File: src/rtl/gs_bfu.sv
// gs_bfu: Gentleman-Sande (DIF) butterfly for the inverse-FFT datapath.
//   A_o = A + B           (Q15, saturated per lane)
//   B_o = (A - B) * w     (Q15, rounded half up and saturated per lane)
// Operands are packed complex Q15 {re[31:16], im[15:0]}.
// Four register stages advance together on adv = !out_valid || out_ready.
// Each stage carries a valid bit, so bubbles flow through as invalid slots.
// Optional build macro GS_BFU_HALVE_EN: the first stage halves A+B and A-B
// with an arithmetic floor shift instead of saturating them. This provides
// the per-stage 1/2 scaling used by the inverse transform.
module gs_bfu #(
   parameter int TAG_W = 8
) (
   input  logic             clk,
   input  logic             rst_n,
   input  logic             in_valid,
   output logic             in_ready,
   input  logic [31:0]      A,
   input  logic [31:0]      B,
   input  logic [31:0]      w,
   input  logic [TAG_W-1:0] tag_in,
   output logic             out_valid,
   input  logic             out_ready,
   output logic [31:0]      A_o,
   output logic [31:0]      B_o,
   output logic [TAG_W-1:0] tag_out
);

   // Clamp a 17-bit lane sum or difference into the Q15 range.
   function automatic logic [15:0] sat17(input logic signed [16:0] x);
      if (x[16] != x[15]) begin
         sat17 = x[16] ? 16'h8000 : 16'h7FFF;
      end else begin
         sat17 = x[15:0];
      end
   endfunction

   // Turn a Q30 lane into Q15: add half an LSB, floor-shift, then clamp.
   function automatic logic [15:0] rndSat(input logic signed [32:0] x);
      logic signed [32:0] biased;
      logic signed [18:0] shifted;
      biased  = x + 33'sd16384;
      shifted = 19'(biased >>> 15);
      if (shifted > 19'sd32767) begin
         rndSat = 16'h7FFF;
      end else if (shifted < -19'sd32768) begin
         rndSat = 16'h8000;
      end else begin
         rndSat = shifted[15:0];
      end
   endfunction

   logic adv;

   // Stage 1: lane sum and difference, twiddle and tag.
   logic             v1_q;
   logic [31:0]      sum1_q, sum1_d;
   logic [31:0]      dif1_q, dif1_d;
   logic [31:0]      w1_q;
   logic [TAG_W-1:0] tag1_q;

   // Stage 2: the four partial products.
   logic                v2_q;
   logic [31:0]         sum2_q;
   logic [TAG_W-1:0]    tag2_q;
   logic signed [31:0]  pRR_q, pII_q, pRI_q, pIR_q;
   logic signed [31:0]  pRR_d, pII_d, pRI_d, pIR_d;

   // Stage 3: the complex product in Q30.
   logic                v3_q;
   logic [31:0]         sum3_q;
   logic [TAG_W-1:0]    tag3_q;
   logic signed [32:0]  re3_q, im3_q;
   logic signed [32:0]  re3_d, im3_d;

   // Stage 4: the registered outputs.
   logic             outValid_q;
   logic [31:0]      aOut_q;
   logic [31:0]      bOut_q, bOut_d;
   logic [TAG_W-1:0] tagOut_q;

   logic signed [16:0] sumRe, sumIm, difRe, difIm;

   assign adv       = !outValid_q || out_ready;
   assign in_ready  = rst_n && adv;
   assign out_valid = outValid_q;
   assign A_o       = aOut_q;
   assign B_o       = bOut_q;
   assign tag_out   = tagOut_q;

   // Stage 1 arithmetic: 17-bit lane add/subtract, then halve or saturate.
   always_comb begin
      sumRe = 17'($signed(A[31:16])) + 17'($signed(B[31:16]));
      sumIm = 17'($signed(A[15:0]))  + 17'($signed(B[15:0]));
      difRe = 17'($signed(A[31:16])) - 17'($signed(B[31:16]));
      difIm = 17'($signed(A[15:0]))  - 17'($signed(B[15:0]));
`ifdef GS_BFU_HALVE_EN
      sum1_d = {sumRe[16:1], sumIm[16:1]};
      dif1_d = {difRe[16:1], difIm[16:1]};
`else
      sum1_d = {sat17(sumRe), sat17(sumIm)};
      dif1_d = {sat17(difRe), sat17(difIm)};
`endif
   end

   // Stage 2 arithmetic: signed 16x16 products of the difference and the twiddle.
   always_comb begin
      pRR_d = $signed(dif1_q[31:16]) * $signed(w1_q[31:16]);
      pII_d = $signed(dif1_q[15:0])  * $signed(w1_q[15:0]);
      pRI_d = $signed(dif1_q[31:16]) * $signed(w1_q[15:0]);
      pIR_d = $signed(dif1_q[15:0])  * $signed(w1_q[31:16]);
   end

   // Stage 3 and stage 4 arithmetic: combine the products, then round into Q15.
   always_comb begin
      re3_d  = 33'(pRR_q) - 33'(pII_q);
      im3_d  = 33'(pRI_q) + 33'(pIR_q);
      bOut_d = {rndSat(re3_q), rndSat(im3_q)};
   end

   // Pipeline registers: every stage shifts on adv and holds otherwise.
   always_ff @(posedge clk or negedge rst_n) begin
      if (!rst_n) begin
         v1_q       <= 1'b0;
         sum1_q     <= '0;
         dif1_q     <= '0;
         w1_q       <= '0;
         tag1_q     <= '0;
         v2_q       <= 1'b0;
         sum2_q     <= '0;
         tag2_q     <= '0;
         pRR_q      <= '0;
         pII_q      <= '0;
         pRI_q      <= '0;
         pIR_q      <= '0;
         v3_q       <= 1'b0;
         sum3_q     <= '0;
         tag3_q     <= '0;
         re3_q      <= '0;
         im3_q      <= '0;
         outValid_q <= 1'b0;
         aOut_q     <= '0;
         bOut_q     <= '0;
         tagOut_q   <= '0;
      end else if (adv) begin
         v1_q       <= in_valid;
         sum1_q     <= sum1_d;
         dif1_q     <= dif1_d;
         w1_q       <= w;
         tag1_q     <= tag_in;
         v2_q       <= v1_q;
         sum2_q     <= sum1_q;
         tag2_q     <= tag1_q;
         pRR_q      <= pRR_d;
         pII_q      <= pII_d;
         pRI_q      <= pRI_d;
         pIR_q      <= pIR_d;
         v3_q       <= v2_q;
         sum3_q     <= sum2_q;
         tag3_q     <= tag2_q;
         re3_q      <= re3_d;
         im3_q      <= im3_d;
         outValid_q <= v3_q;
         aOut_q     <= sum3_q;
         bOut_q     <= bOut_d;
         tagOut_q   <= tag3_q;
      end
   end

endmodule
File: config.mk
export PLATFORM = sky130hd
export DESIGN_NAME = gs_bfu
export DESIGN_NICKNAME = d
export VERILOG_FILES = /design/src/rtl/gs_bfu.sv
export SDC_FILE = /design/constraint.sdc
export NUM_CORES = 2
export LEC_CHECK = 0
export CAP_MARGIN = 30
export CORE_MARGIN = 2
export CORE_UTILIZATION = 35
export CTS_CLUSTER_DIAMETER = 100
export CTS_CLUSTER_SIZE = 20
export DETAILED_ROUTE_END_ITERATION = 7
export MAX_ROUTING_LAYER = met4
export PLACE_DENSITY = 0.55
export SLEW_MARGIN = 20
export SYNTH_ARGS = -nofsm -noshare
export SYNTH_HDL_FRONTEND = slang
export SYNTH_SLANG_ARGS = --single-unit
File: constraint.sdc
create_clock -name clk -period 9.75 [get_ports clk]
set_input_delay 1.95 -clock clk [delete_from_list [all_inputs] [get_ports clk]]
set_output_delay 1.95 -clock clk [all_outputs]
set_load 0.01 [all_outputs]
==> run summary <==
The final max-slew violation count came to 0. The final wirelength came out at between 150000 and 200000 um. In this run the horizontal extent of the chip is 422 um. The largest total area in the synthesized netlist belongs to sky130_fd_sc_hd__fa_1. The area share of xor/xnor cells in the synthesized design is 0.0338. The TritonCTS clock tree is done. The combined global-route utilization of all metal layers came out at 0.194. Yosys mapped a number of flops with a built-in enable equal to 0.

The endpoint required time on the critical path came out at approximately 10000 ps. The number of violations of the max-capacitance limit is 0. The number of instances in the synthesized netlist is between 6000 and 7000. The mux share of post-synthesis cell area is 0.00114. The share of synthesized flip-flops with an asynchronous set or reset came out at 1.00. The count of cells along the worst register-to-register path came out at 21.

The number of cells on the worst hold path came out at 2. After detailed routing, the average wire length per cell comes to 18.0 um. The sum of overflow across all layers after global routing is 0. The arrival time reported for the critical path endpoint is ~7600 ps. Subtracting the final worst setup slack from the clock period gives 7140 ps.

The count of fill cells added during filler insertion is between 15000 and 20000. The count of endpoints failing setup in the final report came out at 0. The count of buffers added by post-CTS timing repair for setup is 0.

The layout overhead on the synthesized area came out at 8.93%. The wire length of the first global-routing pass came out at 266000 um. The most used flip-flop cell after synthesis is sky130_fd_sc_hd__dfrtp_1. The worst setup path is captured at a flip-flop. Measured against its own limit, the worst slew margin works out to 0.332.

The net total in the final layout came out at between 8000 and 9000. The congestion estimate from routability-driven global placement came to 0.867. The destination of the worst register-to-register timing path is pIR_q[31]$_DFFE_PN0N_.

The post-synthesis sequential element count is 426. The number of antenna violations at the first check in global routing is 8. The number of global-route vias before repair came out at 47200. Setup repair after global routing left no endpoint under its margin. The remaining design rule violation count is 0. In this run the critical register-to-register path is launched from w1_q[23]$_DFFE_PN0N_.

Of the post-synthesis cell area, the dominant cell type holds 0.344. For the pin with the worst max-slew slack, the measured transition is roughly 1000 ps. The tree is rooted in a sky130_fd_sc_hd__clkbuf_16. The count of unique library cells instantiated by Yosys is 99. For this run, the register share of the synthesized area comes to 0.174.

By area, the combinational part of the netlist is dominated by adder cells. The number of buffers created by CTS is 36. The clock slew at the register clock pins of the worst setup and hold paths came out at 90 ps. The total I/O pin count came out at 182.

The number of DRC markers in iteration 0 came out at 2458. The mapped netlist covers 61300 um2. The number of instances resized during post-cts repair is 0.

Across all layers, the routed design uses 44300 vias. The starting density of the core came out at 0.352. The core area came out at 174000 um2. The count of buffers inserted at the top-level ports is 181. The area share of and/or/nand/nor cells after synthesis came out at 0.170. The met3 usage came out at 0.0190. In the post-synthesis netlist, the biggest area contributors are sky130_fd_sc_hd__fa_1 (34%), sky130_fd_sc_hd__dfrtp_1 (17%), sky130_fd_sc_hd__ha_1 (9.3%).

Of the total synthesized cell area, the portion taken by full adders, half adders and majority gates is 0.441. Across all register-to-register paths, the minimum setup slack is 2610 ps. The clock skew after layout is 51.5 ps. For the worst-skew pair, the clock arrives at the later sink with an insertion delay of 650 ps. The H-tree depth is 2.

The critical path class is reg -> reg. The average cell area after synthesis came out at 8.97 um2. The height of the die is 422 um. The first-pass iteration count of the detailed router came out at 5. The pin count of the biggest net entering global routing came out at 163. The run finished with clean final reports. In this run the most critical hold path is launched from sum1_q[22]$_DFFE_PN0N_. For this run, global-route usage on met1 was measured as 0.250. The number of nets with antenna violations after routing is 0. The count of final hold-check violations came out at 0. The maximum fanout along the worst path came out at 18. The min-delay analysis places its worst path in the category reg -> reg. The fraction of layout cells with a size suffix above 1 came out at 0.0286. The path with the worst hold slack has its endpoint at sum2_q[22]$_DFFE_PN0N_.

The accumulated negative setup slack is 0 ps. The complex-gate fraction of the synthesized area is 0.0816. Counting along the longest clock path gives a buffer depth of 3. In this run the most used layer during global routing was met2.

The post-route fraction of the period consumed by the critical path came out at 0.733. The number of warning messages in the yosys log is 0. The final non-filler cell total came out at 9178.

The full die area is 178000 um2. Once layout is complete, the utilization of the core stands at 0.384. Using the TritonRoute via totals, the vias-per-cell ratio works out to 4.83. STA classifies the critical path startpoint as a flip-flop.

The site row count came out at 153. The post-synth net total came out at roughly 8500. Once detailed placement completed, the half-perimeter wirelength came to 129000 um. The cell count after placement is 9113. The final design area excluding fillers came out at 66800 um2.

The number of buffers inserted by hold repair at cts came out at 0. The cell area after placement came out at 65500 um2. The met2 layer usage reported by global route came out at 0.332. The count of clock tree sinks is 426. For this run, the top clock speed supported by timing is approximately 0.14 GHz.
kinds of logic after synthesis:
family | count (synthesis)
muxes | 6
adders and majority gates | 1537
AOI/OAI and AO/OA | 786
and+or+nand+nor | 2260
xor gates and xnor gates | 235
buffers and inverters | 1585
DFF | 426
placed cells by master, fill, tap and decap left out, drive strengths merged, types with 77 or more instances in the layout:
cell and n:
nand2 1202, clkdlybuf4s50 180, inv 1281, nor2 276
ha 456, buf 85, o21ai 189, xnor2 158
a21oi 262, dfrtp 426, xor2 77, fa 1052
and2 510
routing by layer:
| metal | routed length [um] | vias up | part of all wire |
|---|---|---|---|
| met5 | 0 | - | 0 |
| met3 | 6490 | 147 | 0.039 |
| met2 | 82700 | 753 | 0.50 |
| met4 | 2970 | 0 | 0.018 |
| li1 | - | 20800 | - |
| met1 | 72600 | 22600 | 0.44 |
critical path, cell delays in order (launching register included):
cell,delay [ps]
sky130_fd_sc_hd__dfrtp_1,940
sky130_fd_sc_hd__buf_4,410
sky130_fd_sc_hd__nand2_1,120
sky130_fd_sc_hd__fa_1,560
sky130_fd_sc_hd__inv_1,50
sky130_fd_sc_hd__fa_1,490
sky130_fd_sc_hd__fa_1,580
sky130_fd_sc_hd__fa_1,430
sky130_fd_sc_hd__fa_1,500
sky130_fd_sc_hd__inv_1,50
sky130_fd_sc_hd__fa_1,500
sky130_fd_sc_hd__inv_1,50
sky130_fd_sc_hd__ha_1,340
sky130_fd_sc_hd__a211oi_1,310
sky130_fd_sc_hd__nand3_1,110
sky130_fd_sc_hd__a21oi_1,260
sky130_fd_sc_hd__a2111oi_0,120
sky130_fd_sc_hd__a221o_1,320
sky130_fd_sc_hd__or4_1,400
sky130_fd_sc_hd__a31oi_1,210
sky130_fd_sc_hd__xnor2_1,150
sky130_fd_sc_hd__o21ai_1,70
cell type report:
cell class,count,area [um2],share of cell area
repair buffers,265,2500,0.0374
inverters,1274,4780,0.0716
diodes,5,12.5,0.000187
clock inverters,19,308,0.00461
clock buffers,40,936,0.0140
well taps,2325,2910,0.0436
flip-flops and latches,426,10700,0.160
multi-input cells,4824,44700,0.669
cell usage after synthesis, drive strengths merged, types with 14 or more instances:
library cell and instances:
inv 1273, nand2 1202, fa 1052, and2 510, ha 456, dfrtp 426
clkbuf 280, nor2 276, a21oi 262, o21ai 189, xnor2 158, xor2 77
a21o 52, o21a 51, nor3 48, nand2b 46, nand3 40, buf 31
nor2b 31, o211ai 30, and3 29, maj3 29, a31oi 25, o31ai 22
a211oi 21, o21bai 19, or3 18, nand4 14
state kept, by name (all words and copies together) (netlist names), 8 cells and up:
name / flops
sum1_q: 32
B_o: 32
sum3_q: 32
dif1_q: 32
sum2_q: 32
tag1_q: 8
w1_q: 32
A_o: 32
re3_q: 19
im3_q: 19
pRI_q: 32
pIR_q: 32
tag2_q: 8
tag_out: 8
pII_q: 32
tag3_q: 8
pRR_q: 32
through the flow:
stage	setup WS (ps)	hold slack, ps
3_5_place_dp	2590	455
3_3_place_gp	2650	449
2_1_floorplan	3360	430
5_1_grt	2150	484
6_report	2610	455
4_1_cts	2570	453
worst max path at each step:
stage               slack (ps)  cells past startpoint                    from                    end
floorplan                 3360                     21  dif1_q[15]$_DFFE_PN0N_  pIR_q[31]$_DFFE_PN0N_
global placement          2650                     21  dif1_q[29]$_DFFE_PN0N_  pRR_q[31]$_DFFE_PN0N_
detailed placement        2590                     21  dif1_q[29]$_DFFE_PN0N_  pRR_q[31]$_DFFE_PN0N_
CTS                       2570                     21  dif1_q[29]$_DFFE_PN0N_  pRR_q[31]$_DFFE_PN0N_
global route              2150                     22  dif1_q[31]$_DFFE_PN0N_  pRI_q[31]$_DFFE_PN0N_
finish                    2610                     21    w1_q[23]$_DFFE_PN0N_  pIR_q[31]$_DFFE_PN0N_
Power is left out: the tool's default activity adds up to more than one toggle a clock period on the data nets, which glitch-free logic cannot reach.
